`src/rtl/wb_la_initiator_pkg.sv`:
```
// Shared types for the LA-driven Wishbone initiator.
// Holds the FSM state encoding and the width of the completed-transaction counter.
package wb_la_initiator_pkg;

    // Initiator sequencing: wait for a command, run one bus cycle, hand back a response.
    typedef enum logic [1:0] {
        IDLE = 2'd0,
        BUS  = 2'd1,
        RESP = 2'd2
    } state_t;

    // Width of the completed-transaction counter (wraps from all-ones to zero).
    localparam int TX_COUNT_W = 16;

endpackage

```
`src/rtl/wb_la_init_timer.sv`:
```
// Saturating bus-cycle timer for the Wishbone initiator.
// The count holds the number of completed BUS cycles since the last clear, so
// 'expired' is raised during the LIMIT-th enabled cycle: the initiator then
// drops cyc/stb on the edge that ends that cycle, keeping the strobe up for
// exactly LIMIT cycles. The count saturates at LIMIT and never wraps.
module wb_la_init_timer #(
    parameter int LIMIT = 255,
    localparam int CW   = $clog2(LIMIT + 1)
) (
    input  logic clk,
    input  logic rst,
    input  logic clear,
    input  logic enable,
    output logic expired
);

    localparam logic [CW-1:0] LAST = CW'(LIMIT - 1);
    localparam logic [CW-1:0] MAX  = CW'(LIMIT);

    logic [CW-1:0] count;

    // Count enabled cycles, restarting on clear and holding once the limit is reached.
    always_ff @(posedge clk) begin
        if (rst || clear) begin
            count <= '0;
        end else if (enable && (count != MAX)) begin
            count <= count + CW'(1);
        end
    end

    assign expired = enable && (count >= LAST);

endmodule

```
`src/rtl/wb_la_initiator.sv`:
```
// Wishbone classic initiator driven by a command/response handshake.
// Issues one single read or write at a time to the user-project Wishbone
// target, returning read data (or zero) plus an error flag on the response
// side, and counts acknowledged transactions.
// Optional bus timeout: define WB_LA_INITIATOR_TIMEOUT_EN to abort a cycle
// that is not acknowledged within TIMEOUT_CYCLES cycles (rsp_err=1).
module wb_la_initiator
    import wb_la_initiator_pkg::*;
#(
    parameter int AW             = 32,
    parameter int DW             = 32,
    parameter int TIMEOUT_CYCLES = 255
) (
    input  logic                  wb_clk_i,
    input  logic                  wb_rst_i,
    // command side
    input  logic                  cmd_valid,
    output logic                  cmd_ready,
    input  logic                  cmd_we,
    input  logic [AW-1:0]         cmd_adr,
    input  logic [DW-1:0]         cmd_dat,
    input  logic [DW/8-1:0]       cmd_sel,
    // response side
    output logic                  rsp_valid,
    input  logic                  rsp_ready,
    output logic [DW-1:0]         rsp_dat,
    output logic                  rsp_err,
    output logic [TX_COUNT_W-1:0] tx_count,
    // Wishbone initiator
    output logic                  wbm_cyc_o,
    output logic                  wbm_stb_o,
    output logic                  wbm_we_o,
    output logic [AW-1:0]         wbm_adr_o,
    output logic [DW-1:0]         wbm_dat_o,
    output logic [DW/8-1:0]       wbm_sel_o,
    input  logic [DW-1:0]         wbm_dat_i,
    input  logic                  wbm_ack_i
);

    // A zero timeout would abort every cycle before the target can respond.
    if (TIMEOUT_CYCLES < 1) begin : g_bad_timeout
        $error("wb_la_initiator: TIMEOUT_CYCLES must be at least 1");
    end

    state_t state;
    logic   timeout;

    // Only one outstanding cycle: a new command is taken only while idle.
    assign cmd_ready = (state == IDLE);

`ifdef WB_LA_INITIATOR_TIMEOUT_EN
    // Timer runs only while a cycle is on the bus and restarts whenever we leave BUS.
    wb_la_init_timer #(
        .LIMIT (TIMEOUT_CYCLES)
    ) u_timer (
        .clk     (wb_clk_i),
        .rst     (wb_rst_i),
        .clear   (state != BUS),
        .enable  (state == BUS),
        .expired (timeout)
    );
`else
    // Without the timeout feature the initiator waits for ack indefinitely.
    assign timeout = 1'b0;
`endif

    // Command latch, bus sequencing, response capture and transaction counter.
    always_ff @(posedge wb_clk_i) begin
        if (wb_rst_i) begin
            state     <= IDLE;
            wbm_cyc_o <= 1'b0;
            wbm_stb_o <= 1'b0;
            wbm_we_o  <= 1'b0;
            wbm_adr_o <= '0;
            wbm_dat_o <= '0;
            wbm_sel_o <= '0;
            rsp_valid <= 1'b0;
            rsp_dat   <= '0;
            rsp_err   <= 1'b0;
            tx_count  <= '0;
        end else begin
            case (state)
                IDLE: begin
                    if (cmd_valid) begin
                        wbm_we_o  <= cmd_we;
                        wbm_adr_o <= cmd_adr;
                        wbm_dat_o <= cmd_dat;
                        wbm_sel_o <= cmd_sel;
                        wbm_cyc_o <= 1'b1;
                        wbm_stb_o <= 1'b1;
                        state     <= BUS;
                    end
                end

                BUS: begin
                    // An ack arriving on the expiry cycle still completes normally.
                    if (wbm_ack_i) begin
                        wbm_cyc_o <= 1'b0;
                        wbm_stb_o <= 1'b0;
                        wbm_we_o  <= 1'b0;
                        rsp_dat   <= wbm_we_o ? '0 : wbm_dat_i;
                        rsp_err   <= 1'b0;
                        rsp_valid <= 1'b1;
                        tx_count  <= tx_count + TX_COUNT_W'(1);
                        state     <= RESP;
                    end else if (timeout) begin
                        wbm_cyc_o <= 1'b0;
                        wbm_stb_o <= 1'b0;
                        wbm_we_o  <= 1'b0;
                        rsp_dat   <= '0;
                        rsp_err   <= 1'b1;
                        rsp_valid <= 1'b1;
                        state     <= RESP;
                    end
                end

                RESP: begin
                    // Response fields stay put until the consumer takes them.
                    if (rsp_ready) begin
                        rsp_valid <= 1'b0;
                        state     <= IDLE;
                    end
                end

                default: begin
                    state <= IDLE;
                end
            endcase
        end
    end

endmodule

```
`config.mk`:
```
export PLATFORM = sky130hd
export DESIGN_NAME = wb_la_initiator
export DESIGN_NICKNAME = d
export VERILOG_FILES = /design/src/rtl/wb_la_initiator_pkg.sv /design/src/rtl/wb_la_init_timer.sv /design/src/rtl/wb_la_initiator.sv
export SDC_FILE = /design/constraint.sdc
export NUM_CORES = 1
export LEC_CHECK = 0
export CORE_MARGIN = 2
export CORE_UTILIZATION = 32
export DETAILED_ROUTE_END_ITERATION = 10
export HOLD_SLACK_MARGIN = 0.03
export PLACE_DENSITY = 0.67
export SLEW_MARGIN = 10
export SYNTH_ARGS = -nofsm -noshare
export SYNTH_HDL_FRONTEND = slang
export SYNTH_HIERARCHICAL = 1
export SYNTH_SLANG_ARGS = --single-unit
export TNS_END_PERCENT = 30
```
`constraint.sdc`:
```
create_clock -name wb_clk_i -period 3.1 [get_ports wb_clk_i]
set_input_delay 0.31 -clock wb_clk_i [delete_from_list [all_inputs] [get_ports wb_clk_i]]
set_output_delay 0.31 -clock wb_clk_i [all_outputs]
set_load 0.02 [all_outputs]
```
==> results of run 1 <==
per-layer routing:
metal | global-route usage, % | up-vias
met2 | 30.76 | 187
met3 | 8.225 | 17
met5 | 0 | -
li1 | - | 2231
met4 | 7.471 | 0
met1 | 19.72 | 2090
cell type report:
| cell class | instances | area (sq um) | share of cell area [%] |
|---|---|---|---|
| Clock inverter | 12 | 171.4 | 2.283 |
| Sequential cell | 121 | 2422 | 32.26 |
| Clock buffer | 20 | 466.7 | 6.216 |
| Inverter | 3 | 11.26 | 0.1500 |
| Multi-Input combinational cell | 384 | 1879 | 25.03 |
| Timing Repair Buffer | 234 | 2332 | 31.06 |
| Tap cell | 180 | 225.2 | 3.000 |
registers in the layout, summed over array words and instances (netlist names):
register   flops
rsp_dat       32
rsp_valid      1
state          2
tx_count      16
wbm_adr_o     32
wbm_dat_o     32
wbm_sel_o      4
wbm_stb_o      1
wbm_we_o       1
placed cells by master (no fill, tap or decap), drive strengths merged, types with 2 or more instances in the layout:
cell	netlist	routed
nor3	4	4
nand2	178	178
xnor2	4	4
nand4	4	4
nand3	4	4
a21oi	111	111
mux2	3	3
inv	3	3
clkdlybuf4s50	0	225
nor2b	3	3
nor2	16	16
buf	10	9
nand2b	2	2
clkbuf	33	20
clkinv	0	5
nand3b	33	33
or3	4	4
xor2	3	3
o21ai	4	4
clkinvlp	0	3
dfxtp	121	121
bufinv	0	4
worst reg2reg max path: stages (launching register included):
cell and delay, ns:
dfxtp_1 0.50, nand4b_1 0.26, nor4_2 0.49, nor3b_1 0.27
mux2_2 0.36
power by group:
group,internal [uW],total (uW),switching (uW)
registers,1630,1680,43.3
logic,314,618,304
clock network,1400,2100,701
total,3350,4400,1050
cell families after synthesis:
family	count (synthesis)	share of synthesized area [%]
simple gates	255	26.08
buf+inv	46	4.184
mux	4	0.9762
xor+xnor	7	1.367
fa+ha+maj	1	0.2789
compound gates	116	13.03
other cells	1	0.08360
flops	121	54.00
path summary, 6_finish.rpt:
| check | start | end | slack [ns] | cells past startpoint |
|---|---|---|---|---|
| setup / recovery | state[0]$_SDFFE_PP0P_ | cmd_ready | 1.10 | 2 |
| hold / removal | cmd_adr[28] | wbm_adr_o[28]$_SDFFE_PP0P_ | 0.44 | 3 |
| setup reg to reg | state[0]$_SDFFE_PP0P_ | tx_count[15]$_SDFFE_PP0P_ | 1.12 | 4 |
| hold reg to reg | rsp_dat[1]$_SDFFE_PP0P_ | rsp_dat[1]$_SDFFE_PP0P_ | 0.45 | 2 |
metrics by stage:
step           area, sq um  hold slack [ns]  setup WS (ns)  util (%)  total power [uW]
6_report              7508           0.4388          1.096     54.51              4400
3_3_place_gp          6870           0.4376         0.7586     49.88              2320
3_5_place_dp          6870           0.4457         0.7053     49.88              2334
4_1_cts               7508           0.4169          1.059     54.51              4455
5_1_grt               7508           0.4261         0.8688     54.51              4581
2_1_floorplan         4486           0.4460          1.244         -              1987
==> metrics.md, run 1 <==
| Metric | Value |
|---|---|
| Dpl hpwl | `9481 microns` |
| Mean Syn Cell Area | `8.141 sq um` |
| Detail Route met2 WL | `6659 microns` |
| Layout Nets | `868` |
| LEAKAGE | `0.002698 uW` |
| Status | `completed` |
| First-pass GRT wire length | `21130 microns` |
| Final setup vio count | `0` |
| Post-route DRC | `0` |
| CTS tree | `yes` |
| Hold Fails Final Rpt | `0` |
| CTS Buf Count | `17` |
| Final Wtd Congestion | `0.7992` |
| Initial DRC count | `211` |
| Layout area overhead | `67.39%` |
| Clk Latency, worst-skew pair | `0.41 ns` |
| Rel. slew slack | `44.11%` |
| Most common cell in the netlist | `nand2_1` |
| Power Density | `586.0 nW/um^2` |
| DRT Pass-1 Iters | `4` |
| Post-synthesis sequential area ratio | `54.00%` |
| Share of the synthesized area in the top cell type | `54.00%` |
| CTS H-Tree Depth | `4` |
| Buf+Inv Stages, Crit Path | `1` |
| Vias per cell | `4.743` |
| Setup Skew | `0.005517 ns` |
| Synth Instances | `551` |
| PostCTS Resize Cnt | `0` |
| IO Pins | `228` |
| Chip width | `122.4 microns` |
| Number of synthesized flops with an enable pin | `0` |
| CP arrival | `1.69 ns` |
| Tcrit/Tclk final | `64.66%` |
| CP Class | `reg -> out` |
| Crit-path slowest cell | `clkdlybuf4s50_1` |
| Remaining global-route overflow | `0` |
| Synth area leader | `dfxtp_1` |
| Port Buffers | `226` |
| Flops & latches, synth | `121` |
| Starting Density | `32.57%` |
| Share of cells above drive strength 1 | `6.331%` |
| Inst Count DP | `922` |
| Hold WC Path Type | `in -> reg` |
| Post-CTS setup buffers | `0` |
| Global-route usage over all layers | `18.18%` |
| WL final | `13800 microns` |
| Root buffer cell | `clkbuf_16` |
| Syn Nets | `658` |
| Async S/R FF share, synth | `0%` |
| Hold buffer count at CTS | `0` |
| Post-route ant nets | `0` |
| Synth top area cells | `dfxtp_1 54%, nand2_1 15%, a21oi_1 12%, nand3b_1 5.4%, clkbuf_1 2.8%` |
| Met3 wire length | `1426 microns` |
| Startpoint types | `flop` |
| Die Area | `14980 sq um` |
| Largest net degree at the start of global routing | `80` |
| Row cnt | `43` |
| Vert. Die Dim | `122.4 microns` |
| Max_cap viols | `0` |
| Vias in the first global route | `4368` |
| Ys Warns | `6` |
| Clock transition at path regs | `0.06 ns` |
| Finished Layout Cells | `954` |
| Worst path required time | `2.79 ns` |
| Fill cell count | `1283` |
| Via count | `4525` |
| Top sig layer | `met4` |
| Clock period minus worst slack | `2.004 ns` |
| Number of distinct library cells after synthesis | `32` |
| Post-synth top cells | `178 x nand2_1, 121 x dfxtp_1, 111 x a21oi_1` |
| Core Area | `13770 sq um` |
| Main synth FF type | `dfxtp_1` |
| Fmax | `498.9 MHz` |
| Worst-Margin Slew | `0.8383 ns` |
| Antenna violations before repair | `0` |
| WL met1 | `5508 microns` |
| VDD IR-drop max | `0.3794 mV` |
| CP max FO | `8` |
| Clock tree buffer depth | `2` |
| Top delay family on crit path | `buffers and inverters` |
| Max Transition Viols Final | `0` |
| Crit path capture type | `primary output` |
| Diodes inserted | `0` |
| Crit-path cells | `nor2_1 > clkdlybuf4s50_1` |
| RSZ-0062 raised after global routing | `no` |
| Fin Setup TNS | `0 ns` |
| Slowest Stage Delay on Critical Path | `0.66 ns` |
| Post-Syn Area | `4486 sq um` |
| Clk sinks | `121` |
| Routed len/inst | `14.46 microns` |
No activity file was read; power rests on OpenSTA's default activity.
==> inputs of run 2 (changes only) <==
Clock period 3.1 ns to 2 ns, I/O delays scaled along.
==> metrics.md, run 2 (synthesis gave the netlist of run 1 again) <==
| Metric | Value |
|---|---|
| Clk sinks | `121 (unchanged)` |
| Antenna violations before repair | `0 (unchanged)` |
| Hold_sp | `wb_rst_i` |
| CTS Buf Count | `17 (unchanged)` |
| Fmax | `538.4 MHz` |
| FF-to-FF path depth | `5 (+1)` |
| Final setup vio count | `0 (unchanged)` |
| CP Class | `reg -> reg` |
| FF+latch area | `2422 sq um (unchanged)` |
| Startpoint types | `flop` |
| Slowest Stage Delay on Critical Path | `0.59 ns (-0.07 ns)` |
| Worst-Margin Slew | `0.5810 ns (-0.2573 ns)` |
| Layout Nets | `873 (+0.58%)` |
| Hold Fails Final Rpt | `0 (unchanged)` |
| Psw | `1581 uW (+51%)` |
| CTS H-Tree Depth | `4 (unchanged)` |
| Commonest non-fill, non-tap cells in the layout | `224 x clkdlybuf4s50_1, 177 x nand2_1, 121 x dfxtp_1` |
| Power Density | `890.1 nW/um^2 (+52%)` |
| CP arrival | `2.20 ns (+0.51 ns)` |
| Tcrit/Tclk final | `92.87%` |
| Starting Density | `32.57% (unchanged)` |
| Vias per cell | `4.691 (-1.1%)` |
| Root buffer cell | `clkbuf_16` |
| Worst path required time | `2.34 ns (-0.45 ns)` |
| Reg-to-reg setup timing slack | `0.14 ns (-0.98 ns)` |
| Area occupied by multi-input gates | `1879 sq um (unchanged)` |
| Routed len/inst | `14.20 microns (-1.8%)` |
| Port Buffers | `226 (unchanged)` |
| Worst hold endpoint | `tx_count[0]$_SDFFE_PP0P_` |
| Final Wtd Congestion | `0.8009 (+0.21%)` |
| Hold buffer count at CTS | `0 (unchanged)` |
| Clock transition at path regs | `0.05 ns (about the same)` |
| RSZ-0062 raised after global routing | `no` |
| WL final | `13620 microns (-1.3%)` |
| Comb pwr share | `14.5% (+0.5 points)` |
| Setup Skew | `0.004327 ns (-0.001190 ns)` |
| Reg-to-Reg End | `tx_count[12]$_SDFFE_PP0P_` |
| PostCTS Resize Cnt | `0 (unchanged)` |
| Chip width | `122.4 microns (unchanged)` |
| Fill cell count | `1291 (+0.62%)` |
| Commonest non-fill, non-tap cell in the layout | `clkdlybuf4s50_1` |
| VDD IR-drop max | `0.4816 mV (+27%)` |
| RR Startpoint | `tx_count[0]$_SDFFE_PP0P_` |
| Clk Latency, worst-skew pair | `0.41 ns (about the same)` |
| Clock tree buffer depth | `2 (unchanged)` |
| Pre-CTS setup slack | `-0.04102 ns (-0.7463 ns)` |
| Crit-path cells | `ha_1 > nand2_1 > or4_1 > or3_1 > a21oi_1` |
| First-pass GRT wire length | `21110 microns (about the same)` |
| DRT Pass-1 Iters | `4 (unchanged)` |
| Initial DRC count | `213 (+0.95%)` |
| Max Transition Viols Final | `0 (unchanged)` |
| Core Area | `13770 sq um (unchanged)` |
| LEAKAGE | `0.002735 uW (+1.4%)` |
| Setup ws final | `0.1426 ns (-0.9531 ns)` |
| CTS tree | `yes` |
| Rel. slew slack | `61.27% (+17 points)` |
| Diodes inserted | `0 (unchanged)` |
| Status | `completed` |
| Post-route ant nets | `0 (unchanged)` |
| Hold path cells | `2 (-1)` |
| Biggest regs | `rsp_dat (32), wbm_adr_o (32), wbm_dat_o (32)` |
| CP max FO | `7 (-1)` |
| Final hold slack | `0.2781 ns (-0.1607 ns)` |
| Fin Setup TNS | `0 ns (unchanged)` |
| Max_cap viols | `0 (unchanged)` |
| Post-CTS setup buffers | `0 (unchanged)` |
| Layout area overhead | `68.68%` |
| Switching Share | `23.47% (-0.36 points)` |
| Vert. Die Dim | `122.4 microns (unchanged)` |
| IO Pins | `228 (unchanged)` |
| Post-route DRC | `0 (unchanged)` |
| Die Area | `14980 sq um (unchanged)` |
| Largest net degree at the start of global routing | `60 (-25%)` |
| Clock Power Share | `46.9% (-0.9 points)` |
| Cell internal pwr | `5154 uW (+54%)` |
| Via count | `4499 (-0.57%)` |
| Hold WC Path Type | `in -> reg` |
| Global-route usage over all layers | `18.04% (-0.14 points)` |
| Crit path capture type | `flop` |
| Vias in the first global route | `4417 (+1.1%)` |
| Remaining global-route overflow | `0 (unchanged)` |
| Dpl hpwl | `9443 microns (-0.39%)` |
| Row cnt | `43 (unchanged)` |
| Total Power | `6735 uW (+53%)` |
| Share of cells above drive strength 1 | `6.547% (+0.22 points)` |
| Flop pwr share | `38.6% (+0.5 points)` |
| Clock period minus worst slack | `1.857 ns` |
| Crit-path slowest cell | `or4_1` |
[run 2: how the worst max path moves through the flow]
stage	slack [ns]	startpoint	to
2_1_floorplan	0.14	tx_count[0]$_SDFFE_PP0P_	tx_count[14]$_SDFFE_PP0P_
6_report	0.14	tx_count[0]$_SDFFE_PP0P_	tx_count[12]$_SDFFE_PP0P_
3_3_place_gp	0.006	wbm_ack_i	tx_count[10]$_SDFFE_PP0P_
4_1_cts	0.001	state[0]$_SDFFE_PP0P_	cmd_ready
5_1_grt	0.005	tx_count[0]$_SDFFE_PP0P_	tx_count[10]$_SDFFE_PP0P_
3_5_place_dp	-0.04	wbm_ack_i	tx_count[12]$_SDFFE_PP0P_
[run 2: critical path, delay by kind of cell (launching register included)]
kind                       cells  cell delay, ns
and+or+nand+nor                3            1.02
AOI/OAI and AO/OA              1            0.15
DFF                            1            0.38
adders and majority gates      1            0.24
[run 2: power by group through the flow]
stage | Sequential (uW) | Combinational (uW) | Clock [uW]
detailed placement | 2650 | 981 | 0
global route | 2610 | 1050 | 3350
finish | 2600 | 976 | 3160
CTS | 2600 | 987 | 3230
floorplan | 2790 | 292 | 0
global placement | 2640 | 971 | 0
[run 2: final cells by class]
type | instances | area share, %
multi-input combinational | 384 | 24.84
tap | 180 | 2.977
clock inverter | 7 | 1.488
timing repair buffer | 239 | 31.85
sequential | 121 | 32.02
clock buffer | 25 | 6.681
inverter | 3 | 0.1488
[run 2: per-stage QoR]
stage	cell area (sq um)	std cells	utilization, %
after floorplan	4486	551	-
after global placement	6945	927	50.43
after detailed placement	6945	927	50.43
after CTS	7564	959	54.91
after global routing	7566	959	54.93
final	7566	959	54.93
[run 2: metal layers]
| metal | global-route usage [%] | share of wire [%] | up-vias |
|---|---|---|---|
| met2 | 29.55 | 47 | 175 |
| li1 | - | - | 2244 |
| met4 | 8.118 | 1.4 | 0 |
| met3 | 8.132 | 10 | 16 |
| met5 | 0 | 0 | - |
| met1 | 20.11 | 41 | 2064 |
